[src/rtl/edge_bbox.sv]
// edge_bbox: bounding box and edge-pixel count of a binary edge stream.
// Pixels arrive in raster order, one per pi_flag; edge when rx_data == 0.
// The frame result is reported with a one-cycle bbox_valid pulse.
// Optional feature macro: EDGE_BBOX_CNT_EN builds the edge counter, the
// edge_cnt output and the MIN_CNT threshold; without it found = seen.
module edge_bbox #(
    parameter int unsigned COL_NUM = 320,
    parameter int unsigned ROW_NUM = 720,
    parameter int unsigned MIN_CNT = 16
) (
    input  logic        sclk,
    input  logic        rst,
    input  logic [7:0]  rx_data,
    input  logic        pi_flag,
    input  logic        sof,
    output logic [10:0] x_min,
    output logic [10:0] x_max,
    output logic [10:0] y_min,
    output logic [10:0] y_max,
    output logic [19:0] edge_cnt,
    output logic        found,
    output logic        bbox_valid
);

    localparam logic [0:0]  ST_ACCUM  = 1'b0;
    localparam logic [0:0]  ST_REPORT = 1'b1;
    localparam logic [10:0] COL_LAST  = 11'(COL_NUM - 1);
    localparam logic [10:0] ROW_LAST  = 11'(ROW_NUM - 1);

    logic [0:0]  state_q, state_d;
    logic [10:0] col_q, col_d, row_q, row_d;
    logic [10:0] xmin_q, xmin_d, xmax_q, xmax_d;
    logic [10:0] ymin_q, ymin_d, ymax_q, ymax_d;
    logic        seen_q, seen_d;
    logic        restart;
    logic        is_edge;
    logic        found_d;
`ifdef EDGE_BBOX_CNT_EN
    logic [19:0] cnt_q, cnt_d;
`else
    logic [31:0] unused_min_cnt;
    assign unused_min_cnt = 32'(MIN_CNT);
`endif

    // Next-state: a REPORT cycle or sof starts a fresh frame, and a pixel in
    // that same cycle lands at col 0 / row 0 of the cleared accumulators.
    always_comb begin
        restart = sof || (state_q == ST_REPORT);
        is_edge = pi_flag && (rx_data == 8'd0);
        state_d = ST_ACCUM;
        col_d   = restart ? 11'd0 : col_q;
        row_d   = restart ? 11'd0 : row_q;
        xmin_d  = restart ? '1 : xmin_q;
        xmax_d  = restart ? '0 : xmax_q;
        ymin_d  = restart ? '1 : ymin_q;
        ymax_d  = restart ? '0 : ymax_q;
        seen_d  = restart ? 1'b0 : seen_q;
`ifdef EDGE_BBOX_CNT_EN
        cnt_d   = restart ? 20'd0 : cnt_q;
`endif
        // Box update uses the pixel position before the counters advance.
        if (is_edge) begin
            if (col_d < xmin_d) xmin_d = col_d;
            if (col_d > xmax_d) xmax_d = col_d;
            if (row_d < ymin_d) ymin_d = row_d;
            if (row_d > ymax_d) ymax_d = row_d;
            seen_d = 1'b1;
`ifdef EDGE_BBOX_CNT_EN
            if (cnt_d != 20'hFFFFF) cnt_d = cnt_d + 20'd1;
`endif
        end
        if (pi_flag) begin
            if (col_d == COL_LAST) begin
                col_d = 11'd0;
                if (row_d == ROW_LAST) begin
                    row_d   = 11'd0;
                    state_d = ST_REPORT;
                end else begin
                    row_d = row_d + 11'd1;
                end
            end else begin
                col_d = col_d + 11'd1;
            end
        end
    end

    // Frame qualification from the accumulated state.
    always_comb begin
`ifdef EDGE_BBOX_CNT_EN
        found_d = seen_q && (cnt_q >= 20'(MIN_CNT));
`else
        found_d = seen_q;
`endif
    end

    // Counters, accumulators and FSM state.
    always_ff @(posedge sclk or posedge rst) begin
        if (rst) begin
            state_q <= ST_ACCUM;
            col_q   <= '0;
            row_q   <= '0;
            xmin_q  <= '1;
            xmax_q  <= '0;
            ymin_q  <= '1;
            ymax_q  <= '0;
            seen_q  <= 1'b0;
        end else begin
            state_q <= state_d;
            col_q   <= col_d;
            row_q   <= row_d;
            xmin_q  <= xmin_d;
            xmax_q  <= xmax_d;
            ymin_q  <= ymin_d;
            ymax_q  <= ymax_d;
            seen_q  <= seen_d;
        end
    end

    // Result registers load only in the REPORT cycle and hold otherwise.
    always_ff @(posedge sclk or posedge rst) begin
        if (rst) begin
            x_min      <= '0;
            x_max      <= '0;
            y_min      <= '0;
            y_max      <= '0;
            found      <= 1'b0;
            bbox_valid <= 1'b0;
        end else begin
            bbox_valid <= (state_q == ST_REPORT);
            if (state_q == ST_REPORT) begin
                x_min <= seen_q ? xmin_q : 11'd0;
                x_max <= seen_q ? xmax_q : 11'd0;
                y_min <= seen_q ? ymin_q : 11'd0;
                y_max <= seen_q ? ymax_q : 11'd0;
                found <= found_d;
            end
        end
    end

`ifdef EDGE_BBOX_CNT_EN
    // Saturating edge counter and its reported copy.
    always_ff @(posedge sclk or posedge rst) begin
        if (rst) begin
            cnt_q    <= '0;
            edge_cnt <= '0;
        end else begin
            cnt_q <= cnt_d;
            if (state_q == ST_REPORT) edge_cnt <= cnt_q;
        end
    end
`else
    assign edge_cnt = 20'd0;
`endif

endmodule

[config.mk]
export PLATFORM = sky130hd
export DESIGN_NAME = edge_bbox
export DESIGN_NICKNAME = d
export VERILOG_FILES = /design/src/rtl/edge_bbox.sv
export SDC_FILE = /design/constraint.sdc
export NUM_CORES = 1
export LEC_CHECK = 0
export CAP_MARGIN = 30
export CORE_UTILIZATION = 55
export CTS_CLUSTER_DIAMETER = 30
export DETAILED_ROUTE_END_ITERATION = 8
export DONT_BUFFER_PORTS = 1
export PLACE_DENSITY = 0.75
export SLEW_MARGIN = 20
export SYNTH_ARGS = -nofsm -noshare
export SYNTH_HDL_FRONTEND = slang
export SYNTH_SLANG_ARGS = --single-unit
[constraint.sdc]
create_clock -name sclk -period 4.4 [get_ports sclk]
set_clock_uncertainty 0.1 [all_clocks]
set_input_delay 0.88 -clock sclk [delete_from_list [all_inputs] [get_ports sclk]]
set_output_delay 0.88 -clock sclk [all_outputs]
set_load 0.1 [all_outputs]
======== After elaboration in Yosys (flattened, before gate mapping) ========
Index checks and enable logic that the tools add are counted.
storage, ports and cells
  memory bits (read-only) ................. 0
  bits in registers ....................... 114
  memories kept ........................... 0
  bits in latches ......................... 0
  memory bits (writable) .................. 0
  output and inout port bits .............. 66
  word-level logic and storage cells ...... 54
  input bits .............................. 12
cells by class
  reductions and logical operators ........ 4
  shift-type cells ........................ 0
  bitwise logic cells ..................... 0
  multipliers ............................. 0
  multiplexer cells ....................... 28
  equality and inequality tests ........... 2
  order comparisons ....................... 4
  $add $sub $neg .......................... 2
  divide/modulo/power cells ............... 0
operators by type and width
  kind                                                   number
  two-way mux 11 bit                                     23
  adder 11 x 1 -> 11 bit, second input constant          2
  greater-than comparator 11 bit                         2
  less-than comparator 11 bit                            2
  equality test 11 x 10 -> 1 bit, second input constant  1
  equality test 11 x 9 -> 1 bit, second input constant   1
  logical NOT 8 bit                                      1
  two-way mux 1 bit                                      5
  nonzero test 2 bit                                     1
  logical AND 1 bit                                      1
  logical OR 1 bit                                       1

======== Depth between registers and ports, before layout ========
  word-level depth ........................ 6
  mapped depth ............................ 14
  gate-level depth less buffers ........... 10

======== Worst setup path before layout ========
OpenSTA, ideal clock, no wires.
  path type ............................... input -> register
  from .................................... input port sof
  to ...................................... register ymax_q[4]
  setup slack ............................. 0.472 ns
  buffers on the path ..................... 5
  required time ........................... 4.179 ns
  setup time .............................. 0.121 ns
  stages on the path ...................... 14
  arrival time ............................ 3.707 ns
  path through ............................ nor2_1 -> buf_2 -> buf_1 -> clkbuf_1 -> buf_1 -> nand2_1 -> ha_1 -> and2_0 -> a221o_1 -> a221oi_2 -> o32ai_2 -> and2_4 -> buf_6 -> a22o_1
on the way
  longest elaborated chain between the ends .. 5
  elaborated cells between the ends (all ways) .. 6
  those cells by class .................... order compare (1); mux (4); reduce/logical (1)
ends and longest elaborated chain
  item                                   line    source
  start, declared                        15      input logic sof,
  logical OR 1 bit (*)                   48      restart = sof || (state_q == ST_REPORT);
  two-way mux 11 bit (on tied branches)  52, 56
  greater-than comparator 11 bit         66      if (row_d > ymax_d) ymax_d = row_d;
  two-way mux 11 bit                     66
  two-way mux 11 bit (*)                 62      if (is_edge) begin
  via ymax_d[4]                          33      logic [10:0] ymin_q, ymin_d, ymax_q, ymax_d;
  end signal, assigned                   114     ymax_q <= ymax_d;
  end, declared                          33
The timed path passes the listed nets; every way through them passes the cells marked *.
A chain may end at the register's enable or synchronous reset.

======== Final worst setup path ========
  from .................................... register state_q
  to ...................................... register ymax_q[7]
on the way
  longest elaborated chain between the ends .. 5
  elaborated cells between the ends (all ways) .. 6
  those cells by class .................... order compare (1); mux (4); reduce/logical (1)
ends and longest elaborated chain
  item                                   line    source
  start, declared                        30      logic [0:0] state_q, state_d;
  start signal, assigned                 108     state_q <= state_d;
  logical OR 1 bit (*)                   48
  two-way mux 11 bit (on tied branches)  52, 56
  greater-than comparator 11 bit         66
  two-way mux 11 bit                     66
  two-way mux 11 bit (*)                 62
  via ymax_d[7]                          33
Marked as above.

==> metrics <==
status complete, no violations; class of the most critical setup path reg2reg; most frequent cells in the layout nand2_1 (111), dfrtp_1 (92), inv_1 (68); Mapped Area 6060 µm²; placed cell areas 6120 µm²; Synth Warn # 0; fin crit share 0.802; Starting Density 0.577; port bufs 0; CORE AREA 10500 µm²; vias per cell 5.66; Clock transition at path regs 0.06 ns; flip-flop and latch area 2880 µm²; final setup fails 0; CTS buffer count 17; DR pass1 iterations 5; pin count of the biggest net entering global routing 51; Critical Path Start Type flop; layout cells sized above 1 0.116; number of global-route vias before repair 4526; final worst slack 0.871 ns; FF+latch count, synth 114; CTS resizes 0; Seq/Total Area, Yosys 0.475; worst-margin pin slew 0.915 ns; RSZ-0062 raised after global routing no; Die H 107 µm; area grow syn2layout 10.3%; Worst Path Arrival 3.88 ns; die area 11400 µm²; Clock Latency Late Sink 0.52 ns; total clock sinks 114; Net count, final 705; drt total wl 13600 µm; chip width 107 µm; Fin. Hold Viols 0; clock buffer depth 2; CP Data Required Time 4.75 ns; power density cells 377 nW/µm²; # Post-CTS Setup Buffers 0; Fill cells 837; ys async rst share 1.00; DRC viols 0; total negative slack 0 ns; slew margin rel. 0.390; Max-Cap Viols 0; crit end category flop; antenna cells 0; area of the multi-input gates 2720 µm²; GPL Wtd Cong 0.944; crit-path max FO 27; min Tclk post-route 3.53 ns; Post-CTS Hold Buffers 0; GRT overflow 0; CTS root buf clkbuf_8; H-tree Lvls 4; detailed placement HPWL 9430 µm; most common cell after layout, fill and taps aside nand2_1; first-pass GRT wire length 22900 µm; initial antenna violation count 0; CTS tree built; synthesized instance count 655; EDFF count, synth 0; library cells used by synthesis 62; max-slew violations 0; vias 4565; syn_area_per_cell 9.26 µm²; drt initial violations 404; Worst Hold Class in2async; Post-synth top flop dfrtp_1; final antenna-violating net count 0; All-Layer GR Usage 0.260; routed len/inst 16.9 µm; Max rail drop VDD 0.000239 V; IO Count 78; Place WS 0.782 ns; Leak Pwr 3.11 nW; Rows 37; FMAX 283 MHz; Design Area, Final 6690 µm²
power breakdown:
| group | leakage (nW) | internal, mW | switching [mW] | total (mW) |
|---|---|---|---|---|
| combinational | 1.32 | 0.0131 | 0.120 | 0.133 |
| sequential | 1.51 | 1.05 | 0.00363 | 1.06 |
| clock | 0.271 | 0.856 | 0.477 | 1.33 |
final cells by class:
class	count	share of cell area
multi-input cells	443	0.407
flip-flops and latches	114	0.431
well taps	136	0.0254
repair buffers	11	0.0123
clock buffers	21	0.0642
clock inverters	11	0.0206
inverters	70	0.0397
path summary, 6_finish.rpt:
path | cells after the start | slack, ns | start | to
min in group sclk | 2 | 0.40 | xmax_q[3]$_DFF_PP0_ | x_max[3]$_DFFE_PP0P_
max reg2reg | 12 | 0.87 | state_q$_DFF_PP0_ | ymax_q[7]$_DFF_PP0_
max | 12 | 0.87 | state_q$_DFF_PP0_ | ymax_q[7]$_DFF_PP0_
min | 1 | 0.21 | rst | x_min[2]$_DFFE_PP0P_
max in group asynchronous | 2 | 3.02 | rst | xmin_q[7]$_DFF_PP1_
min reg2reg | 2 | 0.40 | xmax_q[3]$_DFF_PP0_ | x_max[3]$_DFFE_PP0P_
routing by layer:
layer / up-vias / track usage / wire length, µm / part of all wire
met4: 0 / 0.0988 / 267 / 0.020
met5: - / 0 / 0 / 0
li1: 2165 / - / - / -
met2: 195 / 0.377 / 6030 / 0.44
met3: 27 / 0.0766 / 958 / 0.070
met1: 2178 / 0.366 / 6360 / 0.47
registers in the layout, summed over array words and instances, names as in the netlist, 11 cells and up:
signal,flops
y_max,11
row_q,11
xmax_q,11
x_max,11
x_min,11
ymax_q,11
y_min,11
col_q,11
xmin_q,11
ymin_q,11
logic make-up after synthesis:
family / share of synthesized area
muxes: 0.0466
buffers and inverters: 0.0879
xor gates and xnor gates: 0.0289
and+or+nand+nor: 0.159
DFF: 0.475
other: 0.000619
adders and majority gates: 0.0762
AOI/OAI and AO/OA: 0.126
metrics by stage:
| step | hold WS, ns | power, mW | util | instances |
|---|---|---|---|---|
| 6_report | 0.214 | 2.52 | 0.636 | 806 |
| 5_1_grt | 0.252 | 2.59 | 0.636 | 806 |
| 4_1_cts | 0.220 | 2.54 | 0.636 | 806 |
| 3_5_place_dp | 0.384 | 1.21 | 0.582 | 774 |
| 3_3_place_gp | 0.388 | 1.21 | 0.582 | 774 |
| 2_1_floorplan | 0.342 | 1.21 | - | 674 |
synthesized netlist by cell type, drive strengths merged, types with 17 or more instances:
cell,number,share of area
clkbuf,19,0.012
o21ai,65,0.054
inv,69,0.043
mux2i,26,0.043
dfstp,22,0.095
nand2,111,0.069
dfrtp,92,0.38
buf,28,0.033
nor2,40,0.025
a21oi,17,0.015
ha,36,0.074
nand3,18,0.015
critical path, stage by stage, from the launching register on:
cell and delay (ns):
dfrtp_1 0.68, nor2_2 0.16, buf_4 0.22, buf_4 0.23
nand2_1 0.14, inv_1 0.12, ha_1 0.26, and2_0 0.16
a221o_1 0.30, a221oi_2 0.28, o32ai_2 0.19, a21oi_2 0.42
a22o_1 0.20
No activity file was read; power rests on OpenSTA's default activity.
